--- src/rtl/march_c_bist_pkg.sv ---
// March C BIST shared definitions: element and FSM enums, per-element
// operation tables and the failure record carried by the optional log.
package march_pkg;

    typedef enum logic [2:0] {M0, M1, M2, M3, M4, M5} elem_e;

    typedef enum logic [2:0] {IDLE, WR, RD, CMP, NEXT, DONE} state_e;

    // Per-element tables, bit i describes element Mi.
    localparam logic [5:0] ELEM_DOWN = 6'b111000;  // 1 = descending address order
    localparam logic [5:0] HAS_READ  = 6'b111110;
    localparam logic [5:0] READ_EXP  = 6'b010100;  // value expected by the read
    localparam logic [5:0] HAS_WRITE = 6'b011111;
    localparam logic [5:0] WRITE_VAL = 6'b001010;  // value written by the write

    // Record widths cover any supported geometry; users keep the low bits.
    localparam int unsigned REC_ADDR_W = 16;
    localparam int unsigned REC_BIT_W  = 6;

    typedef struct packed {
        logic [REC_ADDR_W-1:0] addr;
        logic [REC_BIT_W-1:0]  bit_pos;
        logic                  exp;
        elem_e                 elem;
    } fail_rec_t;

endpackage

--- src/rtl/march_c_bist_fail_log.sv ---
// Eight-entry failure FIFO (FAIL_LOG_EN builds only). Full pushes are dropped
// and flagged in a sticky overflow bit; a push alongside a pop is accepted.
module march_fail_log
    import march_pkg::*;
#(
    parameter int unsigned ADDR_W = 6,
    parameter int unsigned BIT_W  = 3
) (
    input  logic              clk,
    input  logic              rst,
    input  logic              clr,
    input  logic              push,
    input  fail_rec_t         push_rec,
    input  logic              pop,
    output logic              log_valid,
    output logic              log_ovf,
    output logic [ADDR_W-1:0] log_addr,
    output logic [BIT_W-1:0]  log_bit,
    output logic              log_exp,
    output logic [2:0]        log_elem
);

    fail_rec_t  fifo_q [8];
    fail_rec_t  head;
    logic [2:0] wr_ptr;
    logic [2:0] rd_ptr;
    logic [3:0] cnt;
    logic       do_pop;
    logic       do_push;
    logic       unused_head;

    assign do_pop      = pop && (cnt != 4'd0);
    assign do_push     = push && ((cnt != 4'd8) || do_pop);
    assign head        = fifo_q[rd_ptr];
    assign log_valid   = (cnt != 4'd0);
    assign log_addr    = head.addr[ADDR_W-1:0];
    assign log_bit     = head.bit_pos[BIT_W-1:0];
    assign log_exp     = head.exp;
    assign log_elem    = head.elem;
    assign unused_head = ^head;

    // Storage array: written on accepted pushes, never reset.
    always_ff @(posedge clk) begin
        if (do_push) fifo_q[wr_ptr] <= push_rec;
    end

    // Pointers, occupancy and sticky overflow; start-of-run clear empties the log.
    always_ff @(posedge clk or posedge rst) begin
        if (rst) begin
            wr_ptr  <= '0;
            rd_ptr  <= '0;
            cnt     <= '0;
            log_ovf <= 1'b0;
        end else if (clr) begin
            wr_ptr  <= '0;
            rd_ptr  <= '0;
            cnt     <= '0;
            log_ovf <= 1'b0;
        end else begin
            if (do_push) wr_ptr <= wr_ptr + 3'd1;
            if (do_pop)  rd_ptr <= rd_ptr + 3'd1;
            case ({do_push, do_pop})
                2'b10:   cnt <= cnt + 4'd1;
                2'b01:   cnt <= cnt - 4'd1;
                default: cnt <= cnt;
            endcase
            if (push && !do_push) log_ovf <= 1'b1;
        end
    end

endmodule

--- src/rtl/march_c_bist.sv ---
// March C BIST controller for a single-port synchronous-read SRAM with a
// write mask, bitwise (BIT_MODE=1) or word-wide (BIT_MODE=0).
// Optional failure FIFO enabled by defining FAIL_LOG_EN.
module march_c_bist
    import march_pkg::*;
#(
    parameter int unsigned ADDR_W   = 6,
    parameter int unsigned DATA_W   = 8,
    parameter int unsigned BIT_MODE = 1,
    parameter int unsigned CNT_W    = 16
) (
    input  logic                      clk,
    input  logic                      rst,
    input  logic                      start,
    output logic                      busy,
    output logic                      done,
    output logic                      pass,
    output logic                      mem_we,
    output logic [DATA_W-1:0]         mem_we_mask,
    output logic [ADDR_W-1:0]         mem_addr,
    output logic [DATA_W-1:0]         mem_din,
    input  logic [DATA_W-1:0]         mem_dout,
    output logic                      fail_valid,
    output logic [ADDR_W-1:0]         fail_addr,
    output logic [$clog2(DATA_W)-1:0] fail_bit,
    output logic                      fail_exp,
    output logic [2:0]                fail_elem,
    output logic [CNT_W-1:0]          fail_count
`ifdef FAIL_LOG_EN
    ,
    input  logic                      log_pop,
    output logic                      log_valid,
    output logic [ADDR_W-1:0]         log_addr,
    output logic [$clog2(DATA_W)-1:0] log_bit,
    output logic                      log_exp,
    output logic [2:0]                log_elem,
    output logic                      log_ovf
`endif
);

    localparam int unsigned BW = $clog2(DATA_W);
    localparam int unsigned PW = $clog2(DATA_W + 1);
    localparam int unsigned SW = ((CNT_W > PW) ? CNT_W : PW) + 1;
    localparam logic [ADDR_W-1:0] ADDR_LAST = '1;
    localparam logic [BW-1:0]     BIT_LAST  = BW'(DATA_W - 1);
    localparam logic [BW-1:0]     BIT_TOP   = (BIT_MODE != 0) ? BIT_LAST : '0;
    localparam logic [SW-1:0]     CNT_MAX   = (SW'(1) << CNT_W) - SW'(1);

    state_e            state_q, state_n, follow;
    elem_e             elem_q, elem_n, elem_inc;
    logic [ADDR_W-1:0] addr_q, addr_n;
    logic [BW-1:0]     bit_q, bit_n, low_bit;
    logic              up, bit_end, addr_end, elem_end, op_last, mismatch;
    logic [DATA_W-1:0] mask_c, exp_word, diff;
    logic [PW-1:0]     pop;
    logic [SW-1:0]     sum;
    logic [CNT_W-1:0]  cnt_n;

    assign busy = (state_q != IDLE) && (state_q != DONE);
    assign done = (state_q == DONE);

    // Counter stepping (bit inside addr inside element), mask and read compare.
    always_comb begin
        up       = !ELEM_DOWN[elem_q];
        elem_inc = (elem_q == M5) ? M5 : elem_e'(elem_q + 3'd1);
        bit_end  = (BIT_MODE == 0) || (up ? (bit_q == BIT_LAST) : (bit_q == '0));
        addr_end = up ? (addr_q == ADDR_LAST) : (addr_q == '0);
        elem_end = bit_end && addr_end;
        op_last  = (state_q == WR) || (state_q == CMP);
        elem_n   = elem_q;
        addr_n   = addr_q;
        bit_n    = bit_q;
        if (op_last) begin
            if (!bit_end) begin
                bit_n = up ? bit_q + BW'(1) : bit_q - BW'(1);
            end else if (!addr_end) begin
                addr_n = up ? addr_q + ADDR_W'(1) : addr_q - ADDR_W'(1);
                bit_n  = up ? '0 : BIT_TOP;
            end else begin
                elem_n = elem_inc;
                addr_n = ELEM_DOWN[elem_inc] ? ADDR_LAST : '0;
                bit_n  = ELEM_DOWN[elem_inc] ? BIT_TOP : '0;
            end
        end
        follow = (elem_end && (elem_q == M5)) ? DONE : (HAS_READ[elem_n] ? RD : WR);

        mask_c = '0;
        if (BIT_MODE != 0) mask_c[bit_q] = 1'b1;
        else               mask_c = '1;
        exp_word = {DATA_W{READ_EXP[elem_q]}};
        diff     = (mem_dout ^ exp_word) & mask_c;
        mismatch = (state_q == CMP) && HAS_READ[elem_q] && (diff != '0);
        pop      = PW'($countones(diff));
        low_bit  = '0;
        for (int unsigned i = DATA_W; i > 0; i--) begin
            if (diff[i-1]) low_bit = BW'(i - 1);
        end
        sum   = SW'(fail_count) + SW'(pop);
        cnt_n = (sum > CNT_MAX) ? '1 : sum[CNT_W-1:0];
    end

    // Next state and memory port drive; CMP carries the element's write.
    always_comb begin
        state_n     = state_q;
        mem_we      = 1'b0;
        mem_we_mask = '0;
        mem_addr    = '0;
        mem_din     = '0;
        case (state_q)
            IDLE: if (start) state_n = WR;
            WR: begin
                mem_we      = 1'b1;
                mem_we_mask = mask_c;
                mem_addr    = addr_q;
                mem_din     = WRITE_VAL[elem_q] ? mask_c : '0;
                state_n     = follow;
            end
            RD: begin
                mem_addr = addr_q;
                state_n  = CMP;
            end
            CMP: begin
                mem_addr = addr_q;
                if (HAS_WRITE[elem_q]) begin
                    mem_we      = 1'b1;
                    mem_we_mask = mask_c;
                    mem_din     = WRITE_VAL[elem_q] ? mask_c : '0;
                end
                state_n = follow;
            end
            DONE:    state_n = IDLE;
            default: state_n = IDLE;
        endcase
    end

    // FSM state register.
    always_ff @(posedge clk or posedge rst) begin
        if (rst) state_q <= IDLE;
        else     state_q <= state_n;
    end

    // Iteration counters, first-failure capture, saturating count and verdict.
    always_ff @(posedge clk or posedge rst) begin
        if (rst) begin
            elem_q     <= M0;
            addr_q     <= '0;
            bit_q      <= '0;
            fail_valid <= 1'b0;
            fail_addr  <= '0;
            fail_bit   <= '0;
            fail_exp   <= 1'b0;
            fail_elem  <= '0;
            fail_count <= '0;
            pass       <= 1'b0;
        end else if ((state_q == IDLE) && start) begin
            elem_q     <= M0;
            addr_q     <= '0;
            bit_q      <= '0;
            fail_valid <= 1'b0;
            fail_addr  <= '0;
            fail_bit   <= '0;
            fail_exp   <= 1'b0;
            fail_elem  <= '0;
            fail_count <= '0;
            pass       <= 1'b0;
        end else begin
            elem_q <= elem_n;
            addr_q <= addr_n;
            bit_q  <= bit_n;
            if (mismatch) begin
                fail_count <= cnt_n;
                if (!fail_valid) begin
                    fail_valid <= 1'b1;
                    fail_addr  <= addr_q;
                    fail_bit   <= low_bit;
                    fail_exp   <= READ_EXP[elem_q];
                    fail_elem  <= elem_q;
                end
            end
            if ((state_q == CMP) && (state_n == DONE))
                pass <= !mismatch && (fail_count == '0);
        end
    end

`ifdef FAIL_LOG_EN
    fail_rec_t log_push_rec;

    assign log_push_rec = '{addr: REC_ADDR_W'(addr_q), bit_pos: REC_BIT_W'(low_bit),
                            exp: READ_EXP[elem_q], elem: elem_q};

    march_fail_log #(.ADDR_W(ADDR_W), .BIT_W(BW)) u_fail_log (
        .clk      (clk),
        .rst      (rst),
        .clr      ((state_q == IDLE) && start),
        .push     (mismatch),
        .push_rec (log_push_rec),
        .pop      (log_pop),
        .log_valid(log_valid),
        .log_ovf  (log_ovf),
        .log_addr (log_addr),
        .log_bit  (log_bit),
        .log_exp  (log_exp),
        .log_elem (log_elem)
    );
`endif

endmodule

--- config.mk ---
export PLATFORM = sky130hd
export DESIGN_NAME = march_c_bist
export DESIGN_NICKNAME = d
export VERILOG_FILES = /design/src/rtl/march_c_bist_pkg.sv /design/src/rtl/march_c_bist_fail_log.sv /design/src/rtl/march_c_bist.sv
export SDC_FILE = /design/constraint.sdc
export NUM_CORES = 1
export LEC_CHECK = 0
export BUFFER_PORTS_ARGS = -buffer_cell sky130_fd_sc_hd__buf_2
export CAP_MARGIN = 5
export CORE_UTILIZATION = 30
export DETAILED_ROUTE_END_ITERATION = 7
export GPL_TIMING_DRIVEN = 0
export PLACE_DENSITY = 0.5
export SYNTH_ARGS = -nofsm -noshare
export SYNTH_HDL_FRONTEND = slang
export SYNTH_SLANG_ARGS = --single-unit
--- constraint.sdc ---
create_clock -name clk -period 12.8 [get_ports clk]
set_input_delay 2.56 -clock clk [delete_from_list [all_inputs] [get_ports clk]]
set_output_delay 2.56 -clock clk [all_outputs]
set_load 0.03 [all_outputs]
* Yosys cells after proc, flatten, opt, wreduce, memory -nomap -nowiden
Memory sizes are Yosys's and may differ from the RTL's. Index checks and enable logic that the tools add are counted.
Word-level totals: logic and storage cells 142, flip-flop bits (word level) 46, memories kept 7, input port bits 11, ROM bits 56
Operators by class: eq/ne operators 10, reduce and logical (&&, ||, !) cells 25, bitwise gates (word level) 2, add/subtract/negate cells 13, muxes and demuxes 68, $lt $le $gt $ge 6
Memory list:
- (name not given) | words 8, bits a word 1, read ports 1, clocked after memory_dff 0, write ports 0, RTL line march_c_bist.sv:176 | fail_exp <= READ_EXP[elem_q];
- (name not given) | words 8, bits a word 1, read ports 1, clocked after memory_dff 0, write ports 0, RTL line march_c_bist.sv:127 | mem_din = WRITE_VAL[elem_q] ? mask_c : '0;
- (name not given) | words 8, bits a word 1, read ports 1, clocked after memory_dff 0, write ports 0, RTL line march_c_bist.sv:124 | if (HAS_WRITE[elem_q]) begin
- (name not given) | words 8, bits a word 1, read ports 1, clocked after memory_dff 0, write ports 0, RTL line march_c_bist.sv:92 | mismatch = (state_q == CMP) && HAS_READ[elem_q] && (diff != '0);
- (name not given) | words 8, bits a word 1, read ports 1, clocked after memory_dff 0, write ports 0, RTL line march_c_bist.sv:85 | follow = (elem_end && (elem_q == M5)) ? DONE : (HAS_READ[elem_n] ? RD : WR);
- (name not given) | words 8, bits a word 1, read ports 1, clocked after memory_dff 0, write ports 0, RTL line march_c_bist.sv:82 | bit_n = ELEM_DOWN[elem_inc] ? BIT_TOP : '0;
- +1 memories
Operators with widths (number):
- 3-bit 2-to-1 mux | 28
- 6-bit 2-to-1 mux | 10
- 16-bit 2-to-1 mux | 3
- 8-bit case mux with 2 select lines | 2
- 8-bit 2-to-1 mux | 3
- 1-bit 2-to-1 mux | 18
- 16-bit by 4-bit adder with 17-bit output | 1
- 17-bit by 16-bit greater-than comparator with 1-bit output, second input constant | 1
- 16-bit zero test | 1
- 3-bit by 4-bit less-than comparator with 1-bit output, second input constant | 4
- 3-bit == test, second input constant | 4
- 1-bit logical AND | 9
- 3-bit case mux with 3 select lines | 1
- 1-bit by 1-bit adder with 2-bit output | 4
- 8-bit AND | 1
- 2-bit nonzero test | 4
- 8-bit nonzero test | 1
- 8-bit bitwise XOR | 1
- 2-bit by 2-bit adder with 3-bit output | 2
- 3-bit by 1-bit adder with 3-bit output, second input constant | 2
- 6-bit by 1-bit adder with 6-bit output, second input constant | 1
- 3-bit by 2-bit == test with 1-bit output, second input constant | 2
- 6-bit == test, second input constant | 1
- 3-bit zero test | 2
- 17 further kinds | 18

* Depth between registers and ports, before layout
Gate-level depths: netlist (run 1).
depth after elaboration 16, mapped depth 17, mapped depth without buffers 15

* Worst setup path before layout (run 1)
No wires, ideal clock.
path kind input to register, start in mem_dout[2], end reg fail_count[11], stages on the path 12, required time 12.678 ns, library setup time 0.122 ns, arrival time 5.842 ns, slack 6.837 ns, path buffers 0, cell sequence xor2_1 nor2_1 fa_1 inv_1 fa_1 fa_1 fa_1 nor2b_1 o31a_1 o211ai_1 or4_1 a32o_1
On the way: word-level cells in the longest chain between the ends 10, elaborated cells on any way between the ends 13
RTL lines:
- start: declaration | RTL line march_c_bist.sv:22 | input logic [DATA_W-1:0] mem_dout,
- 8-bit bitwise XOR * | RTL line march_c_bist.sv:91 | diff = (mem_dout ^ exp_word) & mask_c;
- 8-bit AND * | RTL line march_c_bist.sv:91
- 1-bit by 1-bit adder with 2-bit output (implied by the code) | RTL line march_c_bist.sv:93 | pop = PW'($countones(diff));
- 2-bit by 2-bit adder with 3-bit output (implied by the code) | RTL line march_c_bist.sv:93
- 3-bit by 3-bit adder with 4-bit output (implied by the code) | RTL line march_c_bist.sv:93
- 16-bit by 4-bit adder with 17-bit output | RTL line march_c_bist.sv:98 | sum = SW'(fail_count) + SW'(pop);
- 17-bit by 16-bit greater-than comparator with 1-bit output | RTL line march_c_bist.sv:99 | cnt_n = (sum > CNT_MAX) ? '1 : sum[CNT_W-1:0];
- 16-bit 2-to-1 mux | RTL line march_c_bist.sv:99
- 16-bit 2-to-1 mux | RTL line march_c_bist.sv:170 | if (mismatch) begin
- 16-bit 2-to-1 mux | RTL line march_c_bist.sv:155 | end else if ((state_q == IDLE) && start) begin
- end signal: assignment | RTL line march_c_bist.sv:171 | fail_count <= cnt_n;
- end: declaration | RTL line march_c_bist.sv:28 | output logic [CNT_W-1:0] fail_count
Every way passes the cells marked *; elsewhere a longest branch is shown, timed or not. The select of a mux whose other input is x is not followed. A chain may end at the register's enable or synchronous reset.

* Worst setup path in the final report (run 1)
start in mem_dout[2], end reg fail_count[5]
The elaborated chain is that of the path after synthesis.

==> summary by stage, run 1 <==
Cells and area
Cells with a size suffix above 1 make up 19.0% of the layout. The post-route standard cell area excluding fillers is 4000 µm². The net count of the finished layout is 492.

From synthesis to final layout, the design area changed by 19.2%. Counting the fill cells in the layout gives 1130. The antenna cell count is 0. Summing all flip-flop and latch instances after layout gives 1150 µm².

The area taken by multi-input logic gates is 2060 µm².

Floorplan
The boundary pin count is 67. The starting density of the core is 30.8%. In this run the standard cell core region covers 10900 µm². The floorplan step set the die width to 108 µm. The die is 108 µm tall.

The die covers 11600 µm². The floorplan row count is 38.

Yosys
The total number of yosys warnings is 0. The number of different library cells used by synthesis comes to 55. Each instance of the synthesized netlist takes up on average 8.62 µm². When the netlist entered floorplanning its net count stood at 418.

The synthesized netlist cell count is 389. Counting flops with an async set or reset pin after synthesis yields a share of 100%. The post-synthesis cell area is 3350 µm². The most used flip-flop cell after synthesis is dfrtp_1. The number of flip-flops and latches in the synthesized netlist is 46.

The sequential-to-total area share from yosys stat is 34.3%. In this run, synthesis inferred 0 flip-flops with an integrated enable.

Setup path
STA classifies the critical path endpoint as a register. For the worst setup path, the data arrival time is 6530 ps. STA puts the critical path data required time at 13050 ps. Walking the worst path, the cells encountered are buf_2, xor2_1, nor2_1, fa_1, inv_1, fa_1, fa_1, fa_1, inv_1, fa_1, a211oi_1, nor2_1, nand3_1, a31oi_1, o21a_1. By startpoint and endpoint, the worst setup path is classified as input port to register.

The largest single stage delay on the critical path is 460 ps. The number of cell instances on the worst register-to-register path is 17. In this run the critical register-to-register path is launched from elem_q[0]. The worst setup path is launched from an input port.

In this run the critical register-to-register path is captured at fail_count[5]. On the critical path, the stage with the largest delay is an instance of fa_1. For flop-to-flop paths, the worst setup slack is 7510 ps. The peak fanout along the critical path is 10. The most numerous cell type found on the critical path is fa_1.

Clock network
The register clock-pin slew on the reported worst setup and hold paths is 90 ps. The clock reaches the later pin of the worst-skew pair after 300 ps. CTS saw 46 sinks. The H-tree was split into 2 levels. The number of gates resized after CTS was 0.

The buffer cell driving the clock tree root is clkbuf_8. The maximum count of clock buffers along a single path is 2. The CTS tree is yes.

The total setup buffers inserted after CTS is 0. The number of clock buffers added by TritonCTS is 5. The cts-stage hold buffer count is 0.

Power and ir drop
The total power density per cell area is 180 nW/µm². The leakage power is 1.93 nW. The maximum VDD drop is 0.0000643 V.

STA
The clock period could shrink to 6280 ps. The worst-case clock skew is 5.31 ps. For this run, the top clock speed supported by timing is 159 MHz.

The actual slew at the worst max-slew pin is 794 ps. The normalized max-slew margin is 47.0%. The final number of hold-violating endpoints was 0. The total count of max-transition violations in the final report was 0. Setup repair after global routing left no endpoint under its margin.

The fraction of the cycle the final worst path needs is 49.1%. The count of endpoints failing setup in the final report is 0. For the final routed database, the setup TNS stands at 0 ps.

Routing
Dividing the detail-routed via count by the number of cells gives 5.34. The wire length reported by the detailed router is 9780 µm. After detailed routing, the average wire length per cell comes to 16.2 µm. The pre-antenna-repair detailed-routing pass consisted of 4 iterations. The count of nets left with antenna violations after detail routing is 0.

In the routed design, unresolved DRC markers number 0. The detailed router placed 3220 vias in this run. The initial DRC count is 234.

Hold path
The worst min-delay path startpoint is fail_addr[2]. In this run the worst hold path is classified as register to register. The number of cells traversed by the worst hold path is 2. The worst hold endpoint is fail_addr[2].

Global route
Global routing consumed, over all layers together, 17.9% of the routing resources. The total overflow left after global routing is 0. The number of global-route vias before repair is 3091. The number of antenna violations at the first check in global routing is 0.

Entering global routing, the biggest net connects 41 pins. The first global-routing pass estimated 16400 µm of wire.

Status
The flow ran to the end, and the final reports show no timing, DRC or antenna violations.

Placed design
The congestion estimate from routability-driven global placement came to 0.874. Detailed placement finished with a half-perimeter wire length of 7550 µm. Once placement finished, the instance area stood at 3880 µm². Port buffering added 66 buffers.

Flow run
The tool flagged a number of max-cap violations equal to 0.
[worst max path at each step]
stage | slack [ps] | endpoint | from
finish | 6520 | fail_count[5] | mem_dout[2]
global placement | 6290 | fail_count[5] | mem_dout[2]
floorplan | 6840 | fail_count[11] | mem_dout[2]
CTS | 6480 | fail_count[5] | mem_dout[2]
global route | 6210 | fail_count[7] | mem_dout[2]
detailed placement | 6160 | fail_count[5] | mem_dout[2]
[power by group]
| part | internal, W | leakage (nW) | total (W) | switching (W) |
|---|---|---|---|---|
| Clock | 0.0000626 | 0.0573 | 0.000113 | 0.0000506 |
| Sequential | 0.000178 | 0.627 | 0.000216 | 0.0000374 |
| Combinational | 0.000139 | 1.25 | 0.000392 | 0.000253 |
[critical path, delay by kind of cell]
family / cells / cell delay (ps)
AO/OA/AOI/OAI: 3 / 520
AND/OR/NAND/NOR: 3 / 1060
adder cells (fa/ha/maj): 5 / 1960
XOR/XNOR: 1 / 150
buffers and inverters: 3 / 280
[synth_stat cells, types with 7 or more instances]
master     n  area share (%)
xnor2_1    7             1.8
nor2_1    39             4.4
and3_1    11             2.1
a21oi_1   10             1.5
ha_1      11             4.1
clkbuf_1  20             2.2
nor3_1    15             2.2
nand2_1   31             3.5
fa_1       7             4.2
nand3_1   22             3.3
inv_1     16             1.8
nor2b_1    8             1.5
mux2i_1    9             2.7
o21ai_0   25             3.7
dfrtp_1   46              34
[layout make-up]
type	count	share of cell area, %
Sequential cell	46	28.8
Buffer	24	2.32
Tap cell	140	4.38
Clock buffer	6	2.07
Clock inverter	1	0.751
Inverter	16	1.50
Timing Repair Buffer	67	8.76
Multi-Input combinational cell	303	51.4
[flip-flops by register name, summed over array words and instances (netlist names), 3 cells and up]
| signal | flops |
|---|---|
| bit_q | 3 |
| fail_addr | 6 |
| addr_q | 6 |
| fail_bit | 3 |
| fail_elem | 3 |
| state_q | 3 |
| elem_q | 3 |
| fail_count | 16 |
[stage by stage]
| step | setup WS (ps) | hold WS, ps | total power (W) | utilization, % | instances |
|---|---|---|---|---|---|
| 6_report | 6520 | 534 | 0.000721 | 36.7 | 603 |
| 5_1_grt | 6210 | 557 | 0.000780 | 36.7 | 603 |
| 4_1_cts | 6480 | 542 | 0.000727 | 36.7 | 603 |
| 3_5_place_dp | 6160 | 524 | 0.000612 | 35.7 | 596 |
| 3_3_place_gp | 6290 | 536 | 0.000608 | 35.4 | 595 |
| 2_1_floorplan | 6840 | 550 | 0.000499 | - | 389 |
[cell usage in the layout, fill, tap and decap left out, drive strengths merged, types with 10 or more instances in the layout]
master  instances
nor2           39
ha             11
and3           11
o21ai          26
a21oi          10
mux2i          10
nand2          31
inv            16
nor3           15
nand3          22
buf            71
clkbuf         26
dfrtp          46
[per-layer routing]
metal | global-route usage [%] | wire length [µm]
met1 | 26.2 | 4900
met2 | 28.0 | 4330
met3 | 2.54 | 488
met4 | 3.52 | 65
met5 | 0 | 0
[cell families (layout without fill, tap and decap cells)]
family	after synthesis	in the layout	synth area share [%]
AND/OR/NAND/NOR	164	164	24.7
AO/OA/AOI/OAI	95	95	19.7
flip-flops	46	46	34.3
buffers and inverters	40	114	4.55
adder cells (fa/ha/maj)	18	18	8.28
XOR/XNOR	13	13	3.40
multiplexers	13	13	5.04
Power figures use the tool's default switching activity.
==> run 2, diff against run 1 <==
Settings changed: PLACE_DENSITY 0.5 to 0.51.
Clock period 12.8 ns to 5.62 ns, I/O delays scaled along.
==> summary by stage, run 2 (synthesized netlist as in run 1, its figures left out) <==
STA
The maximum operating frequency is 191 MHz. The final number of hold-violating endpoints is 0 (unchanged). The fraction of the cycle the final worst path needs is 93.3%. The normalized max-slew margin is 45.5% (-1.5 points). Setup repair after global routing left no endpoint under its margin. The worst-case clock skew is 6.16 ps (+0.853 ps). The setup TNS was 0 ps (unchanged). The total count of max-transition violations in the final report is 0 (unchanged).

The final critical path time including I/O delays and setup is 5240 ps. The count of endpoints failing setup in the final report is 0 (unchanged). The actual slew at the worst max-slew pin came to 816 ps (+21.9 ps).

Setup path
The buffers plus inverters on the worst setup path is 4 (+1). The peak fanout along the critical path is 10 (unchanged). The delay of the slowest critical-path stage is 500 ps (+40 ps).

STA classifies the critical path endpoint as a register. The data required time of the worst path is 5880 ps (-7170 ps). The critical-path cell with the highest stage delay is fa_1. The cell family contributing the most delay on the critical path is adder cells. The cell repeated most along the worst path is fa_1. The worst setup path is launched from a register. The path type of the worst setup path is register to register. Walking the worst path, the cells encountered are clkbuf_1, o21bai_1, buf_2, xor2_1, nor2_1, fa_1, inv_1, fa_1, fa_1, fa_1, inv_1, fa_1, a211oi_1, nor2_1, nand3_1, a31oi_1, o21a_1. The data arrival time of the worst path is 5500 ps (-1030 ps).

Power and ir drop
The net switching power of the design came to 0.000787 W (+130%). The combinational group share of total power was 54.4% (about the same). The relative contribution of sequential cells to total power came to 30.0% (about the same). The leakage power was 1.93 nW (about the same).

The fraction of power spent switching nets is 47.9% (+0.61 points). The maximum VDD drop is 0.000165 V (+160%). The share of total power in the clock network is 15.6% (about the same). The internal power is 0.000857 W (+130%). The total power density per cell area is 411 nW/µm² (+130%).

Clock network
The register clock-pin slew on the reported worst setup and hold paths was 90 ps (about the same). The cts-stage hold buffer count is 0 (unchanged). The post-cts resize count is 0 (unchanged).

Clock tree synthesis selected as its root buffer the cell clkbuf_8. The maximum count of clock buffers along a single path was 2 (unchanged). The total setup buffers inserted after CTS is 0 (unchanged). The count of H-tree levels built during CTS is 2 (unchanged). The CTS tree is yes. The source-to-sink clock delay at the later pin of the worst-skew pair is 310 ps (about the same). The number of clock sinks is 46 (unchanged). The TritonCTS buffer count is 5 (unchanged).

Floorplan
The height of the die came to 108 µm (unchanged). The die width is 108 µm (unchanged). The floorplan row count is 38 (unchanged).

The boundary pin count was 67 (unchanged). The starting density of the core is 30.8% (unchanged). The total core area came to 10900 µm² (unchanged). The total die area was 11600 µm² (unchanged).

Hold path
The tightest min-delay check is of the register to register type.

Cells and area
The antenna cell count is 0 (unchanged). Leaving out fill and tap cells, the most frequent cell in the layout is buf_2. Counting flops per register, the top entry is fail_count.

In the final layout, the registers with the most flip-flops are fail_count x16, addr_q x6, fail_addr x6. The growth of design area from synthesis to finish is 19.2% (unchanged). The post-route standard cell area excluding fillers was 4000 µm² (unchanged). The final non-filler cell total came to 604 (+0.17%). The number of flip-flops under the largest register name is 16 (unchanged). The top cell types in the final layout, fill and taps aside, are 68 x buf_2, 46 x dfrtp_1, 39 x nor2_1, 31 x nand2_1, 25 x o21ai_0. The net count of the finished layout is 492 (unchanged). The fraction of layout instances using a drive strength above 1 is 19.2% (+0.17 points).

Global route
The global route total overflow came to 0 (unchanged). The number of antenna violations at the first check in global routing is 0 (unchanged). The number of global-route vias before repair was 2958 (-4.3%). The global router's overall resource usage is 17.2% (-0.68 points).

The maximum number of pins on one net before global-route repair is 41 (unchanged). The wire length of the first global-routing pass came to 15600 µm (-4.6%).

Routing
The number of detailed-route iterations in the first pass is 4 (unchanged). The initial DRC count is 143 (-39%). The per-cell via count in the routed design is 5.32 (-0.44%). The detailed-route via count is 3211 (-0.28%).

The wire length reported by the detailed router is 9730 µm (-0.55%). The count of nets left with antenna violations after detail routing is 0 (unchanged). The residual DRC count came to 0 (unchanged). The routed wirelength normalized by instance count is 16.1 µm (-0.72%).

Placed design
The sum of net half-perimeters after detailed placement is 7510 µm (-0.53%). The global placement routability congestion was 0.851 (-2.6%). The number of port buffers is 66 (unchanged). The instance area at placement came to 3880 µm² (unchanged). The cell total after placement came to 596 (unchanged).

Status
The flow ran to the end, and the final reports show no timing, DRC or antenna violations.

Flow run
The number of max-capacitance violations reported came to 0 (unchanged).
==> run 2: changes by cell type in the layout (fill, tap and decap cells not counted) <==
cell,previous run,this run
inv_6,0,1
clkinv_2,0,1
clkbuf_8,6,5
==> run 2: per-layer routing <==
metal	vias to the layer above	routed length, µm	GRT usage, %	share of wire, %
met5	-	0	0	0
met4	0	142	5.09	1.5
met3	10	310	2.24	3.2
met2	70	4450	26.9	46
met1	1559	4820	24.7	50
li1	1572	-	-	-
==> run 2: power groups by stage <==
stage               Clock [W]  Combinational (W)  Sequential (W)
detailed placement          0           0.000897        0.000501
global route         0.000279           0.000989        0.000506
global placement            0           0.000882        0.000501
floorplan                   0           0.000586        0.000550
CTS                  0.000265           0.000904        0.000495
finish               0.000256           0.000894        0.000493
==> run 2: worst reg2reg max path: cells and delay by family, from the launching register on <==
| kind | cells | cell delay, ps |
|---|---|---|
| adder cells (fa/ha/maj) | 5 | 2060 |
| AO/OA/AOI/OAI | 4 | 970 |
| AND/OR/NAND/NOR | 3 | 940 |
| buffers and inverters | 4 | 700 |
| flip-flops | 1 | 370 |
| XOR/XNOR | 1 | 170 |
==> run 2: final cells by class <==
class	instances	area, µm²
fill	1159	6890
buffer	24	92.6
clock buffer	5	68.8
clock inverter	3	43.8
tap	140	175
timing repair buffer	67	350
multi-input combinational	303	2060
sequential	46	1150
inverter	16	60.1
==> run 2: final timing paths <==
| kind | start | endpoint | slack, ps | cells past startpoint |
|---|---|---|---|---|
| min in group asynchronous | rst | fail_count[14] | 700 | 2 |
| max in group asynchronous | rst | state_q[1] | 4460 | 3 |
| worst max register to register | elem_q[2] | fail_count[5] | 380 | 17 |
| worst min-delay path | fail_addr[4] | fail_addr[4] | 540 | 2 |
| worst max-delay path | elem_q[2] | fail_count[5] | 380 | 17 |
| worst min register to register | fail_addr[4] | fail_addr[4] | 540 | 2 |
==> run 2: through the flow <==
step | hold WS, ps | util [%] | total power [W] | setup slack (ps)
finish | 544 | 36.7 | 0.00164 | 376
global route | 570 | 36.7 | 0.00177 | 106
CTS | 554 | 36.7 | 0.00166 | 398
detailed placement | 525 | 35.7 | 0.00140 | 408
global placement | 531 | 35.4 | 0.00138 | 452
floorplan | 550 | - | 0.00114 | 1050
==> run 3, diff against run 2 <==
Settings changed: ABC_AREA from default to 1.
==> summary by stage, run 3 <==
Routing
The detailed-route via count is 3308 (+3.0%). The initial DRC count is 154 (+7.7%). The routed wirelength normalized by instance count is 12.8 µm (-21%). The number of detailed-route iterations in the first pass is 5 (+1).

The residual DRC count came to 0 (unchanged). The count of nets left with antenna violations after detail routing was 0 (unchanged). The wire length reported by the detailed router is 8920 µm (-8.3%). The per-cell via count in the routed design is 4.75 (-11%).

Cells and area
The library cell used most frequently in the layout, excluding fill and tap cells, is nand2_1. In the final layout, the registers with the most flip-flops are fail_count x16, addr_q x6, fail_addr x6. The net count of the finished layout is 585 (+19%). More flip-flops sit in one register than any other, and that register is fail_count.

The fraction of layout instances using a drive strength above 1 is 20.1% (+0.93 points). The antenna cell count was 0 (unchanged). The top cell types in the final layout, fill and taps aside, are 134 x nand2_1, 71 x inv_1, 66 x buf_2, 53 x nor2_1, 46 x dfrtp_1. Compared with the post-synthesis result, the final layout area differs by 20.5%. The number of flip-flops under the largest register name is 16 (unchanged). The total of fill cells in the finished design is 1189 (+2.6%).

The final core area utilization is 37.3% (+0.63 points).

Yosys
The net count after synthesis is 511 (+22%). The total number of yosys warnings is 0 (unchanged). The sequential-to-total area share from yosys stat is 34.0% (-0.35 points).

The distinct cell type count of the synthesized netlist is 33 (-40%). In the post-synthesis netlist, the biggest area contributors are dfrtp_1 34%, nand2_1 15%, inv_1 8.0%. The most used flip-flop cell after synthesis is dfrtp_1.

The number of enable-type register cells in the synthesized netlist was 0 (unchanged). Ranked by instance count, the synthesized netlist is headed by 134 x nand2_1, 72 x inv_1, 53 x nor2_1, 46 x dfrtp_1, 44 x nand3_1. The post-synthesis cell area is 3390 µm² (+1.0%). The most area-hungry cell type in the Yosys netlist is dfrtp_1. The synthesized netlist cell count is 482 (+24%). The synthesized area per cell was 7.03 µm² (-18%). Among all cell types in the netlist, the one instantiated most often is nand2_1. The top cell type's share of synthesized area is 34.0% (-0.35 points). The proportion of register bits with asynchronous set or reset after synthesis is 100% (unchanged). The number of flip-flops and latches in the synthesized netlist is 46 (unchanged).

STA
Setup repair after global routing left no endpoint under its margin. The final number of hold-violating endpoints is 0 (unchanged). The actual slew at the worst max-slew pin is 640 ps (-175 ps).

The worst-case clock skew is 6.19 ps (+0.0348 ps). The setup TNS came to 0 ps (unchanged). The fraction of the cycle the final worst path needs is 86.9% (-6.4 points). The worst path setup slack after routing is 735 ps (+359 ps).

The normalized max-slew margin is 57.0% (+12 points). The count of endpoints failing setup in the final report is 0 (unchanged). The maximum operating frequency was 205 MHz (+7.3%). The final critical path time including I/O delays and setup is 4880 ps (-359 ps).

The total count of max-transition violations in the final report is 0 (unchanged).

Power and ir drop
The total power density per cell area is 236 nW/µm² (-43%). The maximum VDD drop is 0.000125 V (-24%). The leakage power is 2.25 nW (+16%).

The post-route total power is 0.000962 W (-41%).

Setup path
The peak fanout along the critical path is 10 (unchanged). The data arrival time of the worst path is 5060 ps (-440 ps). The data required time of the worst path is 5800 ps (-80 ps).

The nature of the critical path endpoint is a register. The worst setup path is launched from an input port. The path type of the worst setup path is input port to register.

Flow run
The number of max-capacitance violations reported was 0 (unchanged).

Clock network
The CTS tree is yes. The maximum count of clock buffers along a single path was 2 (unchanged). The number of clock sinks is 46 (unchanged).

The total setup buffers inserted after CTS came to 0 (unchanged). The count of H-tree levels built during CTS is 2 (unchanged). The cts-stage hold buffer count came to 0 (unchanged). The source-to-sink clock delay at the later pin of the worst-skew pair came to 290 ps (-20 ps). The TritonCTS buffer count came to 5 (unchanged). The post-cts resize count is 0 (unchanged). The register clock-pin slew on the reported worst setup and hold paths came to 70 ps (-20 ps). The buffer cell driving the clock tree root is clkbuf_16.

Floorplan
The starting density of the core is 31.0% (+0.19 points). The floorplan row count came to 38 (unchanged). The die width is 108 µm (+0.51%). The total core area is 10900 µm² (+0.44%). The height of the die is 108 µm (+0.51%). The boundary pin count is 67 (unchanged).

The total die area is 11700 µm² (+1.0%).

Global route
The number of antenna violations at the first check in global routing is 0 (unchanged). The wire length of the first global-routing pass is 14900 µm (-4.6%). The global router's overall resource usage is 16.0% (-1.3 points). The number of global-route vias before repair is 3078 (+4.1%). The maximum number of pins on one net before global-route repair is 37 (-9.8%).

The global route total overflow is 0 (unchanged).

Placed design
The sum of net half-perimeters after detailed placement was 7100 µm (-5.5%). The global placement routability congestion is 0.876 (+3.0%). The pre-CTS worst setup slack is 466 ps (+57.7 ps). The number of port buffers is 66 (unchanged).

Hold path
The classification of the worst-slack hold path is register to register.

Status
The flow ran to the end, and the final reports show no timing, DRC or antenna violations.
-- run 3: cell types whose count changed in the layout (fill, tap and decap cells not counted), sizes merged, moves of 6 or more --
cell / change
o21ai: +12
nor2: +16
inv: +61
a22o: -6
clkbuf: -18
nand3: +25
and3: -11
nor2b: -8
nand2: +107
mux2i: -10
-- run 3: critical path, stage by stage --
cell	delay (ps)
buf_2	120
inv_1	50
nand2_1	40
nand3b_1	130
inv_1	70
fa_1	480
inv_1	50
fa_1	440
fa_1	510
fa_1	170
inv_1	60
fa_1	420
nand3_1	110
nand2_1	100
nand2_1	110
inv_1	70
nand4_1	260
clkbuf_1	460
nand3_1	130
nand2_1	110
o21ai_2	50
-- run 3: cells by family after synthesis --
group                      count (synthesis)  share of synthesized area [%]
xor gates and xnor gates                  11                           2.84
AOI/OAI and AO/OA                         49                           9.12
buffers and inverters                     85                           10.3
and+or+nand+nor                          273                           35.6
DFF                                       46                           34.0
adders and majority gates                 18                           8.20
-- run 3: stage by stage --
step | instance area [µm²] | cells | hold WS [ps]
after floorplan | 3390 | 482 | 510
after global placement | 3890 | 688 | 485
after detailed placement | 3910 | 689 | 491
after CTS | 4080 | 697 | 508
after global routing | 4080 | 697 | 523
final | 4080 | 697 | 502
-- run 3: path summary, 6_finish.rpt --
check | slack, ps | end | start | cells after the start
setup / recovery | 740 | fail_count[7] | mem_dout[0] | 21
hold / removal | 500 | fail_addr[2] | fail_addr[2] | 2
setup reg to reg | 890 | fail_count[7] | elem_q[1] | 23
hold reg to reg | 500 | fail_addr[2] | fail_addr[2] | 2
max in group asynchronous | 4380 | state_q[1] | rst | 3
min in group asynchronous | 760 | fail_count[14] | rst | 2
-- run 3: metal layers --
layer	GRT usage, %	up-vias	share of wire [%]
met1	21.1	1566	47
met4	2.03	0	0.19
met3	2.83	2	3.5
met2	27.8	64	49
li1	-	1676	-
met5	0	-	0
-- run 3: cell type report --
cell class | count | area, µm² | share of cell area, %
buffer | 7 | 56.3 | 1.38
clock buffer | 5 | 125 | 3.06
clock inverter | 3 | 45.0 | 1.10
inverter | 78 | 293 | 7.17
multi-input combinational | 351 | 1890 | 46.2
sequential | 46 | 1150 | 28.2
tap | 140 | 175 | 4.29
timing repair buffer | 67 | 350 | 8.58
-- run 3: where the power goes --
| group | leakage (nW) | total [W] | internal [W] | switching, W |
|---|---|---|---|---|
| Sequential | 0.572 | 0.000386 | 0.000357 | 0.0000289 |
| Combinational | 1.60 | 0.000230 | 0.0000774 | 0.000153 |
| Clock | 0.0760 | 0.000346 | 0.000210 | 0.000136 |
